==> src/rtl/bus_arbiter_if.sv <==
// Bus arbiter interface: master requests in, granted/decoded bus out.
interface bus_arbiter_if #(
    parameter int NUM_MASTERS = 4,
    parameter int NUM_DEVICES = 8,
    parameter int A_WIDTH     = 32
);
    logic [NUM_MASTERS-1:0]         req;
    logic [NUM_MASTERS*A_WIDTH-1:0] addr_in;
    logic [2*NUM_MASTERS-1:0]       burst_in;
    logic [NUM_MASTERS-1:0]         write_in;
    logic                           dev_wait;
    logic [NUM_MASTERS-1:0]         grant;
    logic [NUM_DEVICES-1:0]         device_en;
    logic [A_WIDTH-1:0]             bus_addr;
    logic [1:0]                     bus_burst;
    logic                           bus_write;
    logic                           bus_busy;
    logic                           timeout_err;
    logic                           decode_err;

    modport master (
        input  req, addr_in, burst_in, write_in, dev_wait,
        output grant, device_en, bus_addr, bus_burst, bus_write,
        output bus_busy, timeout_err, decode_err
    );

    modport slave (
        output req, addr_in, burst_in, write_in, dev_wait,
        input  grant, device_en, bus_addr, bus_burst, bus_write,
        input  bus_busy, timeout_err, decode_err
    );
endinterface

==> src/rtl/bus_arbiter.sv <==
// Round-robin multi-master arbiter with device decode,
// burst beat tracking and wait-state timeout.
module bus_arbiter #(
    parameter int NUM_MASTERS  = 4,
    parameter int NUM_DEVICES  = 8,
    parameter int A_WIDTH      = 32,
    parameter int DEV_SEL_BITS = 3,
    parameter int TIMEOUT      = 255
) (
    input logic           clk,
    input logic           reset_L,
    bus_arbiter_if.master bus
);
    localparam int IW = (NUM_MASTERS > 1) ? $clog2(NUM_MASTERS) : 1;
    localparam int WW = $clog2(TIMEOUT + 1);
    localparam logic [A_WIDTH-1:0] SEL_MASK =
        {{DEV_SEL_BITS{1'b1}}, {(A_WIDTH-DEV_SEL_BITS){1'b0}}};

    typedef enum logic [1:0] {IDLE, GRANT, RELEASE} state_t;

    state_t                 state, state_n;
    logic [IW-1:0]          ptr, ptr_n, owner, owner_n, win;
    logic [3:0]             beats, beats_n;
    logic [WW-1:0]          wcnt, wcnt_n;
    logic [NUM_MASTERS-1:0] grant_q, grant_n;
    logic [NUM_DEVICES-1:0] dev_q, dev_n;
    logic [A_WIDTH-1:0]     addr_q, addr_n, sel_addr;
    logic [1:0]             burst_q, burst_n, sel_burst;
    logic                   write_q, write_n;
    logic                   terr_q, terr_n, derr_q, derr_n;
    logic                   found, done, abort, tmo;
    logic [DEV_SEL_BITS-1:0] dev_idx;
    int                     j;

    // First requester at or after the pointer, wrapping
    always_comb begin
        found = 1'b0;
        win   = '0;
        j     = 0;
        for (int k = 0; k < NUM_MASTERS; k++) begin
            j = int'(ptr) + k;
            if (j >= NUM_MASTERS) j = j - NUM_MASTERS;
            if (!found && bus.req[j]) begin
                found = 1'b1;
                win   = IW'(j);
            end
        end
    end

    assign sel_addr  = bus.addr_in[int'(win)*A_WIDTH +: A_WIDTH];
    assign sel_burst = bus.burst_in[2*int'(win) +: 2];
    assign dev_idx   = sel_addr[A_WIDTH-1 -: DEV_SEL_BITS];

    assign done  = !bus.dev_wait &&
                   (({1'b0, beats} + 5'd1) == (5'd1 << burst_q));
    assign abort = !bus.req[owner];
    assign tmo   = bus.dev_wait && ((int'(wcnt) + 1) >= TIMEOUT);

    always_comb begin
        state_n = state;
        ptr_n   = ptr;
        owner_n = owner;
        beats_n = beats;
        wcnt_n  = wcnt;
        grant_n = grant_q;
        dev_n   = dev_q;
        addr_n  = addr_q;
        burst_n = burst_q;
        write_n = write_q;
        terr_n  = 1'b0;
        derr_n  = 1'b0;
        unique case (state)
            IDLE: begin
                if (found) begin
                    owner_n = win;
                    addr_n  = sel_addr & ~SEL_MASK;
                    burst_n = sel_burst;
                    write_n = bus.write_in[win];
                    grant_n = NUM_MASTERS'(1) << win;
                    beats_n = '0;
                    wcnt_n  = '0;
                    if (int'(dev_idx) < NUM_DEVICES) begin
                        dev_n   = NUM_DEVICES'(1) << dev_idx;
                        state_n = GRANT;
                    end else begin
                        dev_n   = '0;
                        derr_n  = 1'b1;
                        state_n = RELEASE;
                    end
                end
            end
            GRANT: begin
                if (!bus.dev_wait) begin
                    beats_n = beats + 4'd1;
                    wcnt_n  = '0;
                end else if (wcnt != {WW{1'b1}}) begin
                    wcnt_n = wcnt + 1'b1;
                end
                if (done || abort || tmo) begin
                    terr_n  = !done && !abort;
                    grant_n = '0;
                    dev_n   = '0;
                    burst_n = '0;
                    write_n = 1'b0;
                    state_n = RELEASE;
                end
            end
            RELEASE: begin
                grant_n = '0;
                dev_n   = '0;
                burst_n = '0;
                write_n = 1'b0;
                ptr_n   = (int'(owner) == NUM_MASTERS-1) ? '0 : owner + 1'b1;
                state_n = IDLE;
            end
            default: state_n = IDLE;
        endcase
    end

    always_ff @(posedge clk) begin
        if (!reset_L) begin
            state   <= IDLE;
            ptr     <= '0;
            owner   <= '0;
            beats   <= '0;
            wcnt    <= '0;
            grant_q <= '0;
            dev_q   <= '0;
            addr_q  <= '0;
            burst_q <= '0;
            write_q <= 1'b0;
            terr_q  <= 1'b0;
            derr_q  <= 1'b0;
        end else begin
            state   <= state_n;
            ptr     <= ptr_n;
            owner   <= owner_n;
            beats   <= beats_n;
            wcnt    <= wcnt_n;
            grant_q <= grant_n;
            dev_q   <= dev_n;
            addr_q  <= addr_n;
            burst_q <= burst_n;
            write_q <= write_n;
            terr_q  <= terr_n;
            derr_q  <= derr_n;
        end
    end

    assign bus.grant       = grant_q;
    assign bus.device_en   = dev_q;
    assign bus.bus_addr    = addr_q;
    assign bus.bus_burst   = burst_q;
    assign bus.bus_write   = write_q;
    assign bus.bus_busy    = (state != IDLE);
    assign bus.timeout_err = terr_q;
    assign bus.decode_err  = derr_q;
endmodule

==> src/flat_wrapper.sv <==
// flat-port wrapper written by rule: the top's interface ports become plain ports
module bus_arbiter_flat 
#(
    parameter int NUM_MASTERS  = 4,
    parameter int NUM_DEVICES  = 8,
    parameter int A_WIDTH      = 32,
    parameter int DEV_SEL_BITS = 3,
    parameter int TIMEOUT      = 255
)
  (clk, reset_L, bus_req, bus_addr_in, bus_burst_in, bus_write_in, bus_dev_wait, bus_grant, bus_device_en, bus_bus_addr, bus_bus_burst, bus_bus_write, bus_bus_busy, bus_timeout_err, bus_decode_err);
  bus_arbiter_if #(.NUM_MASTERS(NUM_MASTERS), .NUM_DEVICES(NUM_DEVICES), .A_WIDTH(A_WIDTH)) bus_i ();
  input logic clk;
  input logic reset_L;
  input wire logic [$bits(bus_i.req)-1:0] bus_req;
  input wire logic [$bits(bus_i.addr_in)-1:0] bus_addr_in;
  input wire logic [$bits(bus_i.burst_in)-1:0] bus_burst_in;
  input wire logic [$bits(bus_i.write_in)-1:0] bus_write_in;
  input wire logic [$bits(bus_i.dev_wait)-1:0] bus_dev_wait;
  output wire logic [$bits(bus_i.grant)-1:0] bus_grant;
  output wire logic [$bits(bus_i.device_en)-1:0] bus_device_en;
  output wire logic [$bits(bus_i.bus_addr)-1:0] bus_bus_addr;
  output wire logic [$bits(bus_i.bus_burst)-1:0] bus_bus_burst;
  output wire logic [$bits(bus_i.bus_write)-1:0] bus_bus_write;
  output wire logic [$bits(bus_i.bus_busy)-1:0] bus_bus_busy;
  output wire logic [$bits(bus_i.timeout_err)-1:0] bus_timeout_err;
  output wire logic [$bits(bus_i.decode_err)-1:0] bus_decode_err;
  assign bus_i.req = bus_req;
  assign bus_i.addr_in = bus_addr_in;
  assign bus_i.burst_in = bus_burst_in;
  assign bus_i.write_in = bus_write_in;
  assign bus_i.dev_wait = bus_dev_wait;
  assign bus_grant = bus_i.grant;
  assign bus_device_en = bus_i.device_en;
  assign bus_bus_addr = bus_i.bus_addr;
  assign bus_bus_burst = bus_i.bus_burst;
  assign bus_bus_write = bus_i.bus_write;
  assign bus_bus_busy = bus_i.bus_busy;
  assign bus_timeout_err = bus_i.timeout_err;
  assign bus_decode_err = bus_i.decode_err;
  bus_arbiter #(.NUM_MASTERS(NUM_MASTERS), .NUM_DEVICES(NUM_DEVICES), .A_WIDTH(A_WIDTH), .DEV_SEL_BITS(DEV_SEL_BITS), .TIMEOUT(TIMEOUT)) u_core (.clk(clk), .reset_L(reset_L), .bus(bus_i));
endmodule
==> config.mk <==
export PLATFORM = sky130hd
export DESIGN_NAME = bus_arbiter_flat
export DESIGN_NICKNAME = d
export VERILOG_FILES = /design/src/rtl/bus_arbiter_if.sv /design/src/rtl/bus_arbiter.sv /design/src/flat_wrapper.sv
export SDC_FILE = /design/constraint.sdc
export NUM_CORES = 1
export LEC_CHECK = 0
export CELL_PAD_IN_SITES_DETAIL_PLACEMENT = 0
export CELL_PAD_IN_SITES_GLOBAL_PLACEMENT = 1
export CORE_ASPECT_RATIO = 0.5
export CORE_MARGIN = 1.5
export CORE_UTILIZATION = 28
export DETAILED_ROUTE_END_ITERATION = 10
export PLACE_DENSITY = 0.78
export SYNTH_ARGS = -nofsm -noshare
export SYNTH_HDL_FRONTEND = slang
export SYNTH_SLANG_ARGS = --single-unit
==> constraint.sdc <==
create_clock -name clk -period 2.5 [get_ports clk]
set_clock_uncertainty 0.15 [all_clocks]
set_input_delay 0.25 -clock clk [delete_from_list [all_inputs] [get_ports clk]]
set_output_delay 0.25 -clock clk [all_outputs]
set_load 0.02 [all_outputs]
---- After elaboration in Yosys (flattened, before gate mapping) ----
Cells that the tools add are included.
word-level totals
  register bits after elaboration ......... 63
  input port bits ......................... 147
  output and inout bits ................... 50
  logic and storage cells ................. 123
cells by class
  add/subtract/negate cells ............... 12
  $lt $le $gt $ge ......................... 11
  eq/ne operators ......................... 9
  shift-type cells ........................ 5
  mux-type cells .......................... 51
  reduce and logical (&&, ||, !) cells .... 24
operators with widths
  cell                                                                count
  < comparator 32 x 4 -> 1 bit, second input constant                 4
  2-to-1 mux 32 bit                                                   4
  variable part select 128 x 8 -> 32 bit                              1
  greater-or-equal comparator 32 x 4 -> 1 bit, second input constant  3
  subtractor 32 x 4 -> 32 bit, second input constant                  3
  2-to-1 mux 8 bit                                                    5
  greater-or-equal comparator 32 x 9 -> 1 bit, second input constant  1
  case mux 8 bit (3 select lines)                                     1
  2-to-1 mux 2 bit                                                    9
  2-to-1 mux 1 bit                                                    16
  2-to-1 mux 4 bit                                                    4
  case mux 8 bit (2 select lines)                                     1
  binary-select mux 1 bit (select 2 bit)                              6
  case mux 4 bit (3 select lines)                                     1
  AND reduction 3 bit                                                 4
  adder 8 x 1 -> 9 bit, second input constant                         1
  adder 8 x 1 -> 8 bit, second input constant                         1
  != test 8 bit, second input constant                                1
  case mux 4 bit (2 select lines)                                     1
  variable part select 8 x 4 -> 2 bit                                 1
  << shifter 1 x 3 -> 8 bit, first input constant                     1
  adder 2 x 2 -> 3 bit, second input constant                         2
  logical AND 1 bit                                                   6
  logical NOT 1 bit                                                   6
  other kinds (23)                                                    29

---- Longest topological paths before layout ----
Gate-level depths: netlist of run 1.
  word-level depth ........................ 19
  gate-level depth with buffers ........... 10
  mapped depth without buffers ............ 8

---- Worst setup path before layout of run 1 ----
OpenSTA, ideal clock, no wires.
  kind .................................... register to register
  start point ............................. register u_core.beats[0]
  end point ............................... register u_core.state[1]
  setup time .............................. 0.070 ns
  arrival time ............................ 1.984 ns
  data required time ...................... 2.280 ns
  slack ................................... 0.296 ns
  stages on the path, launching flop included .. 9
  buffers on the path ..................... 0
  clock period less this slack ............ 2.204 ns
  path through ............................ dfxtp_1 ha_1 xnor2_1 mux2i_1 mux2i_1 nor4_4 nor3_1 or3b_1 a21boi_1
between the ends
  word-level cells in the longest chain between the ends .. 7
RTL lines
  item                              line                RTL
  from (decl)                       bus_arbiter.sv:23   logic [3:0] beats, beats_n;
  from (signal assigned)            bus_arbiter.sv:138  beats <= beats_n;
  adder 4 x 1 -> 5 bit              bus_arbiter.sv:55   (({1'b0, beats} + 5'd1) == (5'd1 << burst_q));
  == test 5 bit                     bus_arbiter.sv:55
  logical AND 1 bit                 bus_arbiter.sv:54   assign done = !bus.dev_wait &&
  logical OR 1 bit (2 in a row)     bus_arbiter.sv:99   if (done || abort || tmo) begin
  != test 2 x 1 -> 1 bit (no line)  n/a
  AND reduction 2 bit (no line)     n/a
  to (signal assigned)              bus_arbiter.sv:135  state <= state_n;
  to (decl)                         bus_arbiter.sv:21   state_t state, state_n;
Every way passes these cells.
A chain may end at the register's enable or synchronous reset.

---- Final worst setup path of run 1 ----
  start point ............................. register u_core.wcnt[0]
  end point ............................... register u_core.dev_q[2] (netlist: u_core.bus.device_en[2])
between the ends
  word-level cells in the longest chain between the ends .. 6
RTL lines
  item                                         line                RTL
  from (decl)                                  bus_arbiter.sv:24   logic [WW-1:0] wcnt, wcnt_n;
  from (signal assigned)                       bus_arbiter.sv:139  wcnt <= wcnt_n;
  adder 8 x 1 -> 9 bit                         bus_arbiter.sv:57   assign tmo = bus.dev_wait && ((int'(wcnt) + 1) >= TIMEOUT);
  greater-or-equal comparator 32 x 9 -> 1 bit  bus_arbiter.sv:57
  logical AND 1 bit                            bus_arbiter.sv:57
  logical OR 1 bit                             bus_arbiter.sv:99
  != test 2 x 1 -> 1 bit (no line)             n/a
  AND reduction 3 bit (no line)                n/a
  to (signal assigned)                         bus_arbiter.sv:141  dev_q <= dev_n;
  to (decl)                                    bus_arbiter.sv:26   logic [NUM_DEVICES-1:0] dev_q, dev_n;
Every way passes these cells.

==> reports/summary.txt, run 1 <==
post-route design area - 6660 sq um
met1 wire length - 6.01 mm
clk buf depth - 2
Mapped Cells - 585
# DRC - 0
fillers - 1438
clk slew on worst S/H paths - 60 ps
P&R area growth vs syn - 61.9%
RSZ-0062 raised after global routing - no
crit end category - flip-flop
Final Max Slew Viols - 0
Sw Ratio - 0.360
Max Cap Viol - 0
Synth async-reset ratio - 0
number of global-route vias before repair - 4367
Multi-input gate area - 2650 sq um
Seq. cell area - 1260 sq um
Worst Setup Start Kind - flip-flop
status - finished, final reports clean
Seq/Total Area, Yosys - 0.307
crit path time final - 2360 ps
CTS hold repair buffers - 0
post-synth top area cell - dfxtp_1
Final nets - 928
CTS tree - done
die width - 174 microns
Hold Path Class - primary input to flip-flop
worst ir drop on vdd - 0.350 mV
Core ar. - 14400 sq um
Initial Util - 0.286
first-pass GRT wire length - 21.9 mm
Antenna Diode Count - 0
fin crit share - 0.943
Power Density - 653 nW/um^2
Synth top cells by count - nand2_1 (174), nand3_1 (115), dfxtp_1 (63)
H-tree levels - 3
GPL Wtd Cong - 0.770
vias - 4643
grt total ovfl - 0
synthesized area - 4110 sq um
Int Pwr - 2780 uW
die extent in y - 88.7 microns
initial antenna violation count - 0
# setup viols final - 0
drt initial violations - 217
met3 routed WL - 498 microns
fmax - 424 MHz
Via density - 4.76
Sink Count - 63
Avg Cell Area, Syn - 7.03 sq um
placed cell areas - 6350 sq um
highest routed metal layer - met4
Sequential Power Share - 0.294
ys flop type - dfxtp_1
crit-path max FO - 7
top cell type's share of synthesized area - 0.307
GR Util All Layers - 0.177
Die ar. - 15500 sq um
number of CTS-inserted buffers - 9
half-perimeter wire length after placement - 10.4 mm
Final Hold Viols - 0
IO buf count - 192
Clock Power Share - 0.269
most numerous cell in the Yosys netlist - nand2_1
drt wl/cell - 14.5 microns
LEAKAGE - 0.00262 uW
met2 wire len - 7.47 mm
WP data arrival - 2430 ps
WS Path Type - flip-flop to flip-flop
Yosys reg bits - 63
clock root cell - clkbuf_16
Combinational Power Share - 0.437
Site Rows - 31
number of flops mapped to enable cells by yosys - 0
total power - 4350 uW
largest net degree at the start of global routing - 45
post-route antenna net violation count - 0
Pre-antenna DRT Iters - 4
YS warnings - 0
Detailed Route WL - 14.2 mm
top post-synthesis cells by area - dfxtp_1 (31%), nand2_1 (16%), nand3_1 (14%)
layout cells sized above 1 - 0.0810
worst endpoint required time - 2570 ps
Sw Pwr - 1570 uW
Clk Latency, worst-skew pair - 330 ps
Ports - 197
number of distinct library cells after synthesis - 56
[power by group through the flow]
stage	combinational (uW)	clock [uW]	sequential, uW
detailed placement	1910	0	1290
CTS	1920	1210	1270
floorplan	880	0	1440
global route	2070	1250	1300
global placement	1900	0	1290
finish	1900	1170	1280
[state kept, by name, indices dropped and copies added, names as in the netlist]
register                count
u_core.bus.timeout_err      1
u_core.ptr                  2
u_core.bus.grant            4
u_core.bus.device_en        8
u_core.bus.bus_write        1
u_core.beats                4
u_core.wcnt                 8
u_core.bus.bus_burst        2
u_core.bus.bus_addr        29
u_core.owner                2
u_core.state                2
[worst paths after layout]
| path | from | endpoint | slack (ps) | cells after the start |
|---|---|---|---|---|
| min reg2reg | u_core.bus.bus_addr[7]$_SDFFE_PN0P_ | u_core.bus.bus_addr[7]$_SDFFE_PN0P_ | 300 | 2 |
| max reg2reg | u_core.wcnt[0]$_SDFFE_PN0P_ | u_core.bus.device_en[2]$_SDFFE_PN0P_ | 140 | 8 |
| max | u_core.wcnt[0]$_SDFFE_PN0P_ | u_core.bus.device_en[2]$_SDFFE_PN0P_ | 140 | 8 |
| min | reset_L | u_core.bus.bus_write$_SDFFE_PN0P_ | 280 | 4 |
[placed cells by master (no fill, tap or decap), drive strengths merged, types with 5 or more instances in the layout]
cell / instances
and2: 8
ha: 8
o21ai: 14
nand3: 116
nor2b: 7
nand2: 174
nor3: 5
dfxtp: 63
buf: 30
clkdlybuf4s50: 191
nor2: 16
clkbuf: 13
mux2i: 16
a21boi: 38
inv: 10
nand2b: 5
[metal layers]
layer	up-vias	GRT usage
met2	97	0.342
met4	0	0.0447
met1	2159	0.202
met5	-	0
met3	18	0.0365
li1	2369	-
[cells by family after synthesis]
kind of cell / share of synthesized area
AOI/OAI and AO/OA: 0.146
DFF: 0.307
adders and majority gates: 0.0243
xor gates and xnor gates: 0.0128
other: 0.000912
and+or+nand+nor: 0.394
buffers and inverters: 0.0651
muxes: 0.0508
[metrics by stage]
stage	hold slack, ps	setup slack, ps	setup TNS (ps)	cells	util
final	284	142	0	976	0.463
after global routing	282	4.94	0	976	0.463
after CTS	265	2.29	0	975	0.461
after detailed placement	297	-116	-1370	959	0.441
after global placement	290	-66.3	-241	959	0.441
after floorplan	308	296	0	588	-
[final cells by class]
class,count,area share
clock buffers,13,0.0391
clock inverters,3,0.00263
inverters,10,0.00564
multi-input cells,468,0.398
flip-flops and latches,63,0.190
well taps,198,0.0372
repair buffers,221,0.328
[critical path: stages, from the launching register on]
cell	delay, ps
dfxtp_2	390
ha_4	200
and3_1	210
nand4_1	160
o32ai_1	200
o31a_1	290
o31ai_4	120
buf_4	160
o41ai_1	360
[timing repair]
action / in CTS / in global routing
resized for setup: 0 / 6
buffers inserted: 0 / 1
setup endpoints to repair: 0 / 17
(Power assumes the default switching activity.)
==> run 2, diff against run 1 <==
CAP_MARGIN = 15   (was not set)
==> results of run 2 <==
The final DEF is identical to that of run 1; final timing and power are the same.
